**config.mk**
```make
export PLATFORM = sky130hd
export DESIGN_NAME = lap_mesh_mm
export DESIGN_NICKNAME = d
export VERILOG_FILES = /design/src/rtl/lap_mesh_mm.sv
export SDC_FILE = /design/constraint.sdc
export NUM_CORES = 2
export LEC_CHECK = 0
export CELL_PAD_IN_SITES_DETAIL_PLACEMENT = 1
export CELL_PAD_IN_SITES_GLOBAL_PLACEMENT = 2
export CORE_ASPECT_RATIO = 1.5
export CORE_UTILIZATION = 42
export CTS_CLUSTER_SIZE = 20
export DETAILED_ROUTE_END_ITERATION = 10
export MAX_ROUTING_LAYER = met4
export PLACE_DENSITY_LB_ADDON = 0.1
export SLEW_MARGIN = 20
export SYNTH_ARGS = -nofsm -noshare
export SYNTH_HDL_FRONTEND = slang
export SYNTH_SLANG_ARGS = --single-unit
```
**constraint.sdc**
```tcl
create_clock -name clk -period 10 [get_ports clk]
set_input_delay 2.5 -clock clk [delete_from_list [all_inputs] [get_ports clk]]
set_output_delay 2.5 -clock clk [all_outputs]
set_load 0.01 [all_outputs]
```
**src/rtl/lap_mesh_mm.sv**
```systemverilog
// lap_mesh_mm
//   Output-stationary systolic mesh of XMAX x YMAX signed multiply-accumulate PEs
//   with its own run-control FSM. One run computes C = A*B for one output tile over
//   an inner dimension of k_len (clamped to KMAX). C is then unloaded serially in
//   row-major order.
//
// Ports
//   clk, reset          single rising-edge clock, synchronous active-high reset
//   start, k_len        begin a run (honoured in IDLE only); k_len latched with it
//   in_valid/in_ready   k-slice input handshake; a_in = column k of A,
//                       b_in = row k of B
//   out_valid/out_ready result handshake; out_data = C[out_row][out_col]
//   busy                FSM not IDLE
//   done                one-cycle pulse, the cycle after the last element is taken
//   cycles              length of the last run, saturating
//   state_dbg           current FSM state, for observation only
//
// Handshake: a transfer happens on a rising edge where valid && ready are both
//   high. The producer keeps valid and its data stable until that edge; ready
//   never depends combinationally on valid.
module lap_mesh_mm #(
  parameter int XMAX = 3,
  parameter int YMAX = 3,
  parameter int KMAX = 16,
  parameter int DW   = 8,
  parameter int AW   = 2*DW + $clog2(KMAX+1),
  localparam int KW  = $clog2(KMAX+1),
  localparam int RW  = (XMAX > 1) ? $clog2(XMAX) : 1,
  localparam int CW  = (YMAX > 1) ? $clog2(YMAX) : 1
) (
  input  logic               clk,
  input  logic               reset,
  input  logic               start,
  input  logic [KW-1:0]      k_len,
  input  logic               in_valid,
  output logic               in_ready,
  input  logic [XMAX*DW-1:0] a_in,
  input  logic [YMAX*DW-1:0] b_in,
  output logic               out_valid,
  input  logic               out_ready,
  output logic [AW-1:0]      out_data,
  output logic [RW-1:0]      out_row,
  output logic [CW-1:0]      out_col,
  output logic               busy,
  output logic               done,
  output logic [31:0]        cycles,
  output logic [1:0]         state_dbg
);

  localparam logic [1:0] S_IDLE   = 2'd0;
  localparam logic [1:0] S_LOAD   = 2'd1;
  localparam logic [1:0] S_DRAIN  = 2'd2;
  localparam logic [1:0] S_UNLOAD = 2'd3;

  localparam int DCW = $clog2(XMAX+YMAX);
  localparam logic [DCW-1:0] D_LAST   = DCW'(XMAX+YMAX-2);
  localparam logic [KW-1:0]  K_MAX_V  = KW'(KMAX);
  localparam logic [RW-1:0]  ROW_LAST = RW'(XMAX-1);
  localparam logic [CW-1:0]  COL_LAST = CW'(YMAX-1);

  logic [1:0]     state;
  logic [KW-1:0]  k_lat;
  logic [KW-1:0]  beat_cnt;
  logic [DCW-1:0] drain_cnt;
  logic [31:0]    run_cnt;
  logic [31:0]    run_cnt_inc;
  logic [KW-1:0]  k_eff;
  logic [RW-1:0]  row;
  logic [CW-1:0]  col;
  logic           beat;
  logic           last_el;
  logic           run_start;

  assign in_ready    = (state == S_LOAD);
  assign out_valid   = (state == S_UNLOAD);
  assign busy        = (state != S_IDLE);
  assign state_dbg   = state;
  assign beat        = in_valid && in_ready;
  assign run_start   = (state == S_IDLE) && start;
  assign k_eff       = (k_len > K_MAX_V) ? K_MAX_V : k_len;
  assign run_cnt_inc = (run_cnt == '1) ? run_cnt : run_cnt + 32'd1;
  assign last_el     = (row == ROW_LAST) && (col == COL_LAST);
  assign out_row     = row;
  assign out_col     = col;

  // ---------------------------------------------------------------- run control
  always_ff @(posedge clk) begin
    if (reset) begin
      state     <= S_IDLE;
      k_lat     <= '0;
      beat_cnt  <= '0;
      drain_cnt <= '0;
      run_cnt   <= '0;
      cycles    <= '0;
      row       <= '0;
      col       <= '0;
      done      <= 1'b0;
    end else begin
      done <= 1'b0;
      case (state)
        S_IDLE: begin
          if (start) begin
            k_lat    <= k_eff;
            beat_cnt <= '0;
            run_cnt  <= '0;
            row      <= '0;
            col      <= '0;
            // An empty inner dimension leaves every result at zero, so there
            // is nothing to load or drain.
            state    <= (k_eff == '0) ? S_UNLOAD : S_LOAD;
          end
        end
        S_LOAD: begin
          run_cnt <= run_cnt_inc;
          if (beat) begin
            beat_cnt <= beat_cnt + 1'b1;
            if (beat_cnt + 1'b1 == k_lat) begin
              drain_cnt <= '0;
              state     <= S_DRAIN;
            end
          end
        end
        S_DRAIN: begin
          // The last slice needs XMAX+YMAX-2 hops to reach the far corner PE.
          run_cnt <= run_cnt_inc;
          if (drain_cnt == D_LAST) begin
            state <= S_UNLOAD;
          end else begin
            drain_cnt <= drain_cnt + 1'b1;
          end
        end
        S_UNLOAD: begin
          run_cnt <= run_cnt_inc;
          if (out_ready) begin
            if (col == COL_LAST) begin
              col <= '0;
              if (row == ROW_LAST) begin
                row <= '0;
              end else begin
                row <= row + 1'b1;
              end
            end else begin
              col <= col + 1'b1;
            end
            if (last_el) begin
              cycles <= run_cnt_inc;
              done   <= 1'b1;
              state  <= S_IDLE;
            end
          end
        end
        default: state <= S_IDLE;
      endcase
    end
  end

  // ---------------------------------------------------------------- input skew
  // Row i of A and column j of B are delayed i and j cycles so that matching
  // k-slices meet inside each PE. Each operand carries its beat tag along.
  logic [DW-1:0] a_sk  [XMAX];
  logic          a_skv [XMAX];
  logic [DW-1:0] b_sk  [YMAX];
  logic          b_skv [YMAX];

  for (genvar i = 0; i < XMAX; i++) begin : g_askew
    if (i == 0) begin : g_d0
      assign a_sk[i]  = a_in[i*DW +: DW];
      assign a_skv[i] = beat;
    end else begin : g_dn
      logic [DW-1:0] sh  [i];
      logic          shv [i];
      always_ff @(posedge clk) begin
        if (reset) begin
          for (int d = 0; d < i; d++) begin
            sh[d]  <= '0;
            shv[d] <= 1'b0;
          end
        end else begin
          sh[0]  <= a_in[i*DW +: DW];
          shv[0] <= beat;
          for (int d = 1; d < i; d++) begin
            sh[d]  <= sh[d-1];
            shv[d] <= shv[d-1];
          end
        end
      end
      assign a_sk[i]  = sh[i-1];
      assign a_skv[i] = shv[i-1];
    end
  end

  for (genvar j = 0; j < YMAX; j++) begin : g_bskew
    if (j == 0) begin : g_d0
      assign b_sk[j]  = b_in[j*DW +: DW];
      assign b_skv[j] = beat;
    end else begin : g_dn
      logic [DW-1:0] sh  [j];
      logic          shv [j];
      always_ff @(posedge clk) begin
        if (reset) begin
          for (int d = 0; d < j; d++) begin
            sh[d]  <= '0;
            shv[d] <= 1'b0;
          end
        end else begin
          sh[0]  <= b_in[j*DW +: DW];
          shv[0] <= beat;
          for (int d = 1; d < j; d++) begin
            sh[d]  <= sh[d-1];
            shv[d] <= shv[d-1];
          end
        end
      end
      assign b_sk[j]  = sh[j-1];
      assign b_skv[j] = shv[j-1];
    end
  end

  // ---------------------------------------------------------------- PE mesh
  // a_w/b_w are the operands arriving at PE(i,j); a_q/b_q are the registered
  // copies each PE hands to its right/lower neighbour.
  logic [DW-1:0]          a_w   [XMAX][YMAX];
  logic                   a_wv  [XMAX][YMAX];
  logic [DW-1:0]          b_w   [XMAX][YMAX];
  logic                   b_wv  [XMAX][YMAX];
  logic [DW-1:0]          a_q   [XMAX][YMAX];
  logic                   a_qv  [XMAX][YMAX];
  logic [DW-1:0]          b_q   [XMAX][YMAX];
  logic                   b_qv  [XMAX][YMAX];
  logic signed [2*DW-1:0] prod  [XMAX][YMAX];
  logic signed [AW-1:0]   acc   [XMAX][YMAX];

  for (genvar i = 0; i < XMAX; i++) begin : g_row
    for (genvar j = 0; j < YMAX; j++) begin : g_col
      if (j == 0) begin : g_a_edge
        assign a_w[i][j]  = a_sk[i];
        assign a_wv[i][j] = a_skv[i];
      end else begin : g_a_hop
        assign a_w[i][j]  = a_q[i][j-1];
        assign a_wv[i][j] = a_qv[i][j-1];
      end
      if (i == 0) begin : g_b_edge
        assign b_w[i][j]  = b_sk[j];
        assign b_wv[i][j] = b_skv[j];
      end else begin : g_b_hop
        assign b_w[i][j]  = b_q[i-1][j];
        assign b_wv[i][j] = b_qv[i-1][j];
      end
      assign prod[i][j] = $signed(a_w[i][j]) * $signed(b_w[i][j]);
    end
  end

  always_ff @(posedge clk) begin
    if (reset) begin
      for (int i = 0; i < XMAX; i++) begin
        for (int j = 0; j < YMAX; j++) begin
          a_q[i][j]  <= '0;
          a_qv[i][j] <= 1'b0;
          b_q[i][j]  <= '0;
          b_qv[i][j] <= 1'b0;
          acc[i][j]  <= '0;
        end
      end
    end else begin
      for (int i = 0; i < XMAX; i++) begin
        for (int j = 0; j < YMAX; j++) begin
          a_q[i][j]  <= a_w[i][j];
          a_qv[i][j] <= a_wv[i][j];
          b_q[i][j]  <= b_w[i][j];
          b_qv[i][j] <= b_wv[i][j];
          if (run_start) begin
            acc[i][j] <= '0;
          end else if (a_wv[i][j] && b_wv[i][j]) begin
            // Sign-extended product; the sum wraps modulo 2^AW.
            acc[i][j] <= acc[i][j] + {{(AW-2*DW){prod[i][j][2*DW-1]}}, prod[i][j]};
          end
        end
      end
    end
  end

  assign out_data = acc[row][col];

endmodule

```
* Word-level counts from Yosys, hierarchy flattened
Memory sizes are Yosys's and may differ from the RTL's. A register that Yosys moved wholly into a read port is not among the register bits. Cells that the tools add are included.
Operators by class: reductions and logical operators 30, add/subtract/negate cells 14, multipliers 9, bitwise operators 65, equality and inequality tests 16, multiplexer cells 145, magnitude comparators 2
Operator list (count):
- 21-bit two-way mux | 20
- 8-bit two-way mux | 24
- 21-bit adder | 9
- 8-bit by 8-bit multiplier with 16-bit output | 9
- 1-bit two-way mux | 71
- 32-bit two-way mux | 2
- 32-bit one-hot mux with 2 select lines | 1
- 1-bit bitwise OR | 62
- 21-bit binary-select mux with 2-bit select | 1
- 32-bit by 1-bit adder with 32-bit output (second input constant) | 1
- 32-bit == test (second input constant) | 1
- 2-bit two-way mux | 15
- 8-bit OR reduction | 2
- 5-bit two-way mux | 3
- 1-bit logical AND | 11
- 2-bit by 1-bit != test with 1-bit output (second input constant) | 5
- 5-bit one-hot mux with 2 select lines | 1
- 3-bit two-way mux | 3
- 3-bit AND reduction | 3
- 2-bit == test (second input constant) | 4
- 2-bit one-hot mux with 2 select lines | 2
- 2-bit one-hot mux with 4 select lines | 1
- 4-bit AND reduction | 2
- 2-bit nonzero test | 4
- 18 further kinds | 24
Word-level totals: logic and storage cells 303, RAM bits 405, memories 13, register bits after elaboration 84, input bits 58
Memory list:
- acc | words 3, width 63, read ports 4, clocked after memory_dff 1, wr ports 3, RTL line 231 | logic signed [AW-1:0] acc [XMAX][YMAX];
- a_q | words 3, width 24, read ports 3, clocked after memory_dff 0, wr ports 3, RTL line 226 | logic [DW-1:0] a_q [XMAX][YMAX];
- b_q | words 3, width 24, read ports 2, clocked after memory_dff 0, wr ports 3, RTL line 228 | logic [DW-1:0] b_q [XMAX][YMAX];
- g_askew[2].g_dn.sh | words 2, width 8, read ports 2, clocked after memory_dff 0, wr ports 2, RTL line 170 | logic [DW-1:0] sh [i];
- g_bskew[2].g_dn.sh | words 2, width 8, read ports 2, clocked after memory_dff 0, wr ports 2, RTL line 197 | logic [DW-1:0] sh [j];
- a_qv | words 3, width 3, read ports 3, clocked after memory_dff 0, wr ports 3, RTL line 227 | logic a_qv [XMAX][YMAX];
- 7 more memories

* Depth between registers and ports, before layout
depth in word-level cells 7, mapped depth 28, gate-level depth less buffers 28

* Worst setup path before layout
OpenSTA, ideal clock, no wires.
path kind input to register, start in a_in[7], end mem acc[0][62] in the netlist's numbering (data pin), data required time 9.745 ns, slack 1.812 ns, data arrival time 7.933 ns, library setup time 0.255 ns, stages on the path 25, path buffers 1, path through clkbuf_1 > and2_1 > ha_1 > inv_1 > fa_1 > inv_1 > fa_1 > inv_1 > fa_1 > inv_1 > ha_1 > or3_1 > o21ai_0 > a21oi_1 > a211o_1 > o31a_1 > xnor2_2 > ha_1 > or2_2 > a21o_1 > a21o_1 > nand2_1 > o21bai_1 > xor3_1 > nor2b_1
RTL lines:
- start: declaration | RTL line 37 | input logic [XMAX*DW-1:0] a_in,
- end: declaration | RTL line 231

==> flow_summary.ini <==
[clocking]
cts_setup_buffers = 0
cts.sinks = 423
cts_root_buf = clkbuf_16
cts_made_buffers = 52
clkSlewWorstSetupHoldPaths_ps = 60
h-tree-depth = 2
ctsHoldBuffers = 0
cts_resized = 0
insertion_delay_ps = 660
clockBufferDepth = 3
cts_tree = yes

[cells_and_area]
layout-drive-gt1-share_pct = 4.365
mostFrequentLayoutCell = inv_1
multi_input_area_um2 = 33930
final_area_um2 = 52610
fillers = 13014
nNetsFinal = 6287
regArea_um2 = 10360
area_delta_synth_final_pct = 10.02
mostFrequentLayoutCells = inv_1 (842), fa_1 (504), ha_1 (477)

[global_routing]
grt_overflow = 0
grt_use_met1_pct = 27.00
grt_pass1_vias = 39800
busiest_layer = met2
use_met2_pct = 48.45
antenna_found_initial = 2
track_usage_pct = 25.15
grt_util_met3_pct = 1.846
grt_pass1_wl_um = 220400
grt_max_degree = 98

[logic_synthesis]
synth_area_per_cell_um2 = 9.279
ys_types = 94
async_flop_share_pct = 0
synth_cells = 5153
syn_nets = 6192
ys_warn_count = 0
synth.cell_area_um2 = 47820
yosysSeqAreaShare_pct = 21.67
synth_enable_flop_cells = 189
synth-seq-cells = 423
yosys_most_used_dff = dfxtp_1

[critical_path]
cp-start-kind = primary input
path_cells = clkdlybuf4s50_1 -> and2_1 -> ha_1 -> inv_1 -> fa_1 -> inv_1 -> fa_1 -> inv_1 -> fa_1 -> inv_1 -> ha_1 -> or3_1 -> o21ai_0 -> a21oi_1 -> a211o_1 -> o31a_1 -> xnor2_2 -> ha_1 -> and2_1 -> and4_1 -> a211oi_1 -> o21bai_1 -> xor3_1 -> nor2b_1
path_common_cell = inv_1
worst-endpoint-arrival_ps = 8910
critPathCaptureType = register
cp_slowest_cell = clkdlybuf4s50_1
cpPeakStageDelay_ps = 580
critical_path_class = in2reg
required_ps = 10360
worstPathMaxFanout = 9

[pwr]
p_per_area_nw_per_um2 = 160.6
total_leakage_power_nw = 24.40
switchingPower_mw = 3.451
swShare_pct = 40.85
clock_power_share_pct = 25.4
p_comb_share_pct = 47.9
p_seq_share_pct = 26.7
internal_power_mw = 4.998
ir_worst_vdd_uv = 171.0

[floorplan]
rows = 151
ios = 121
die_area_um2 = 115200
core_um2 = 113000
die_w_um = 277.5
die_h_um = 415.3
initial_utilization_pct = 42.32

[sta]
setup_viol = 0
fmax_mhz = 117.0
max-slew-margin-rel_pct = 26.08
worst_pin_slew_ps = 1109
period_share_pct = 85.45
hold_viol = 0
rsz0062_at_grt = false
tns_ps = 0
skew_ps = 41.62
fin_crit_ps = 8545
final-max-slew-violation-count = 0

[place]
gp_congestion = 0.8827
placed_area_um2 = 50660
io_buffers = 120
hpwl_um = 112900

[detailed_routing]
avgViaCountPerCell = 5.361
firstDrtPassIters = 5
drt_iter0_markers = 1327
routedWlPerCell_um = 20.55
drc = 0
vias = 36173
routed_wl_um = 138700
ant_nets = 0

[min_path]
hold_path.class = reg2reg

[status]
outcome = complete, no violations

[run]
drv_cap = 0
routing by layer:
metal,up-vias,share of wire [%]
li1,17209,-
met1,18418,39
met2,383,56
met3,163,2.0
met4,0,3.3
met5,-,0
power groups by stage:
stage	Combinational [mW]	Sequential [mW]	Clock (mW)
global route	4.55	2.28	2.25
global placement	4.01	2.29	0
finish	4.05	2.26	2.15
detailed placement	4.07	2.30	0
floorplan	3.04	2.16	0
CTS	4.10	2.26	2.20
synthesized netlist by cell type (76+ instances only):
| cell type | number | area share [%] |
|---|---|---|
| a21o_1 | 76 | 1.2 |
| a21oi_1 | 262 | 2.7 |
| and2_1 | 400 | 5.2 |
| clkbuf_1 | 83 | 0.65 |
| dfxtp_1 | 234 | 9.8 |
| edfxtp_1 | 189 | 12 |
| fa_1 | 504 | 21 |
| ha_1 | 477 | 12 |
| inv_1 | 842 | 6.6 |
| nand2_1 | 236 | 1.9 |
| nor2_1 | 344 | 2.7 |
| nor2b_1 | 227 | 3.0 |
| nor3_1 | 85 | 0.89 |
| o21ai_0 | 124 | 1.3 |
| xnor2_1 | 202 | 3.7 |
| xor2_1 | 100 | 1.8 |
cell families (layout without fill, tap and decap cells):
| kind of cell | count (synthesis) | in the layout | synth area share (%) |
|---|---|---|---|
| xor+xnor | 309 | 309 | 5.851 |
| compound gates | 814 | 814 | 11.25 |
| mux | 85 | 85 | 2.410 |
| other cells | 0 | 2 | 0 |
| simple gates | 1595 | 1595 | 17.77 |
| flops | 423 | 423 | 21.67 |
| buf+inv | 946 | 1085 | 7.465 |
| fa+ha+maj | 981 | 981 | 33.58 |
through the flow:
stage | utilization [%] | std cells | hold slack, ps | setup slack (ps) | power, mW
finish | 46.56 | 6747 | 432.3 | 1455 | 8.450
detailed placement | 44.84 | 6646 | 426.4 | 745.4 | 6.363
global route | 46.56 | 6745 | 459.4 | 1085 | 9.078
CTS | 46.53 | 6744 | 439.5 | 1427 | 8.554
global placement | 44.84 | 6646 | 424.1 | 739.1 | 6.305
floorplan | - | 5153 | 413.8 | 1812 | 5.206
final timing paths:
check	start	to	slack (ps)	cells after the start
max	b_in[0]	acc[0][62]	1460	24
min	g_askew[2].g_dn.sh[0][4]	g_askew[2].g_dn.sh[0][12]	430	1
max reg2reg	b_q[0][26]	acc[2][20]	2550	24
min reg2reg	g_askew[2].g_dn.sh[0][4]	g_askew[2].g_dn.sh[0][12]	430	1
final cells by class:
class	instances	share of cell area, %
multi-input cells	3784	64.50
clock buffers	61	2.716
repair buffers	145	2.685
inverters	842	6.008
diodes	2	0.009514
clock inverters	37	0.9204
well taps	1453	3.456
flip-flops and latches	423	19.70
sequential cells by signal, summed over array words and instances (netlist names), named ones only:
signal	flops
g_askew.g_dn.sh	24
state_dbg	2
out_col	2
a_q	48
b_q	48
done	1
g_bskew.g_dn.sh	24
beat_cnt	5
out_row	2
acc	189
k_lat	5
run_cnt	32
drain_cnt	3
b_qv	4
cycles	32
critical path, delay by kind of cell:
kind	cells	cell delay, ps
fa+ha+maj	6	2540
simple gates	5	1230
compound gates	6	1160
buf+inv	5	880
xor+xnor	2	580
Note: power is estimated with default switching activity, not from simulation.
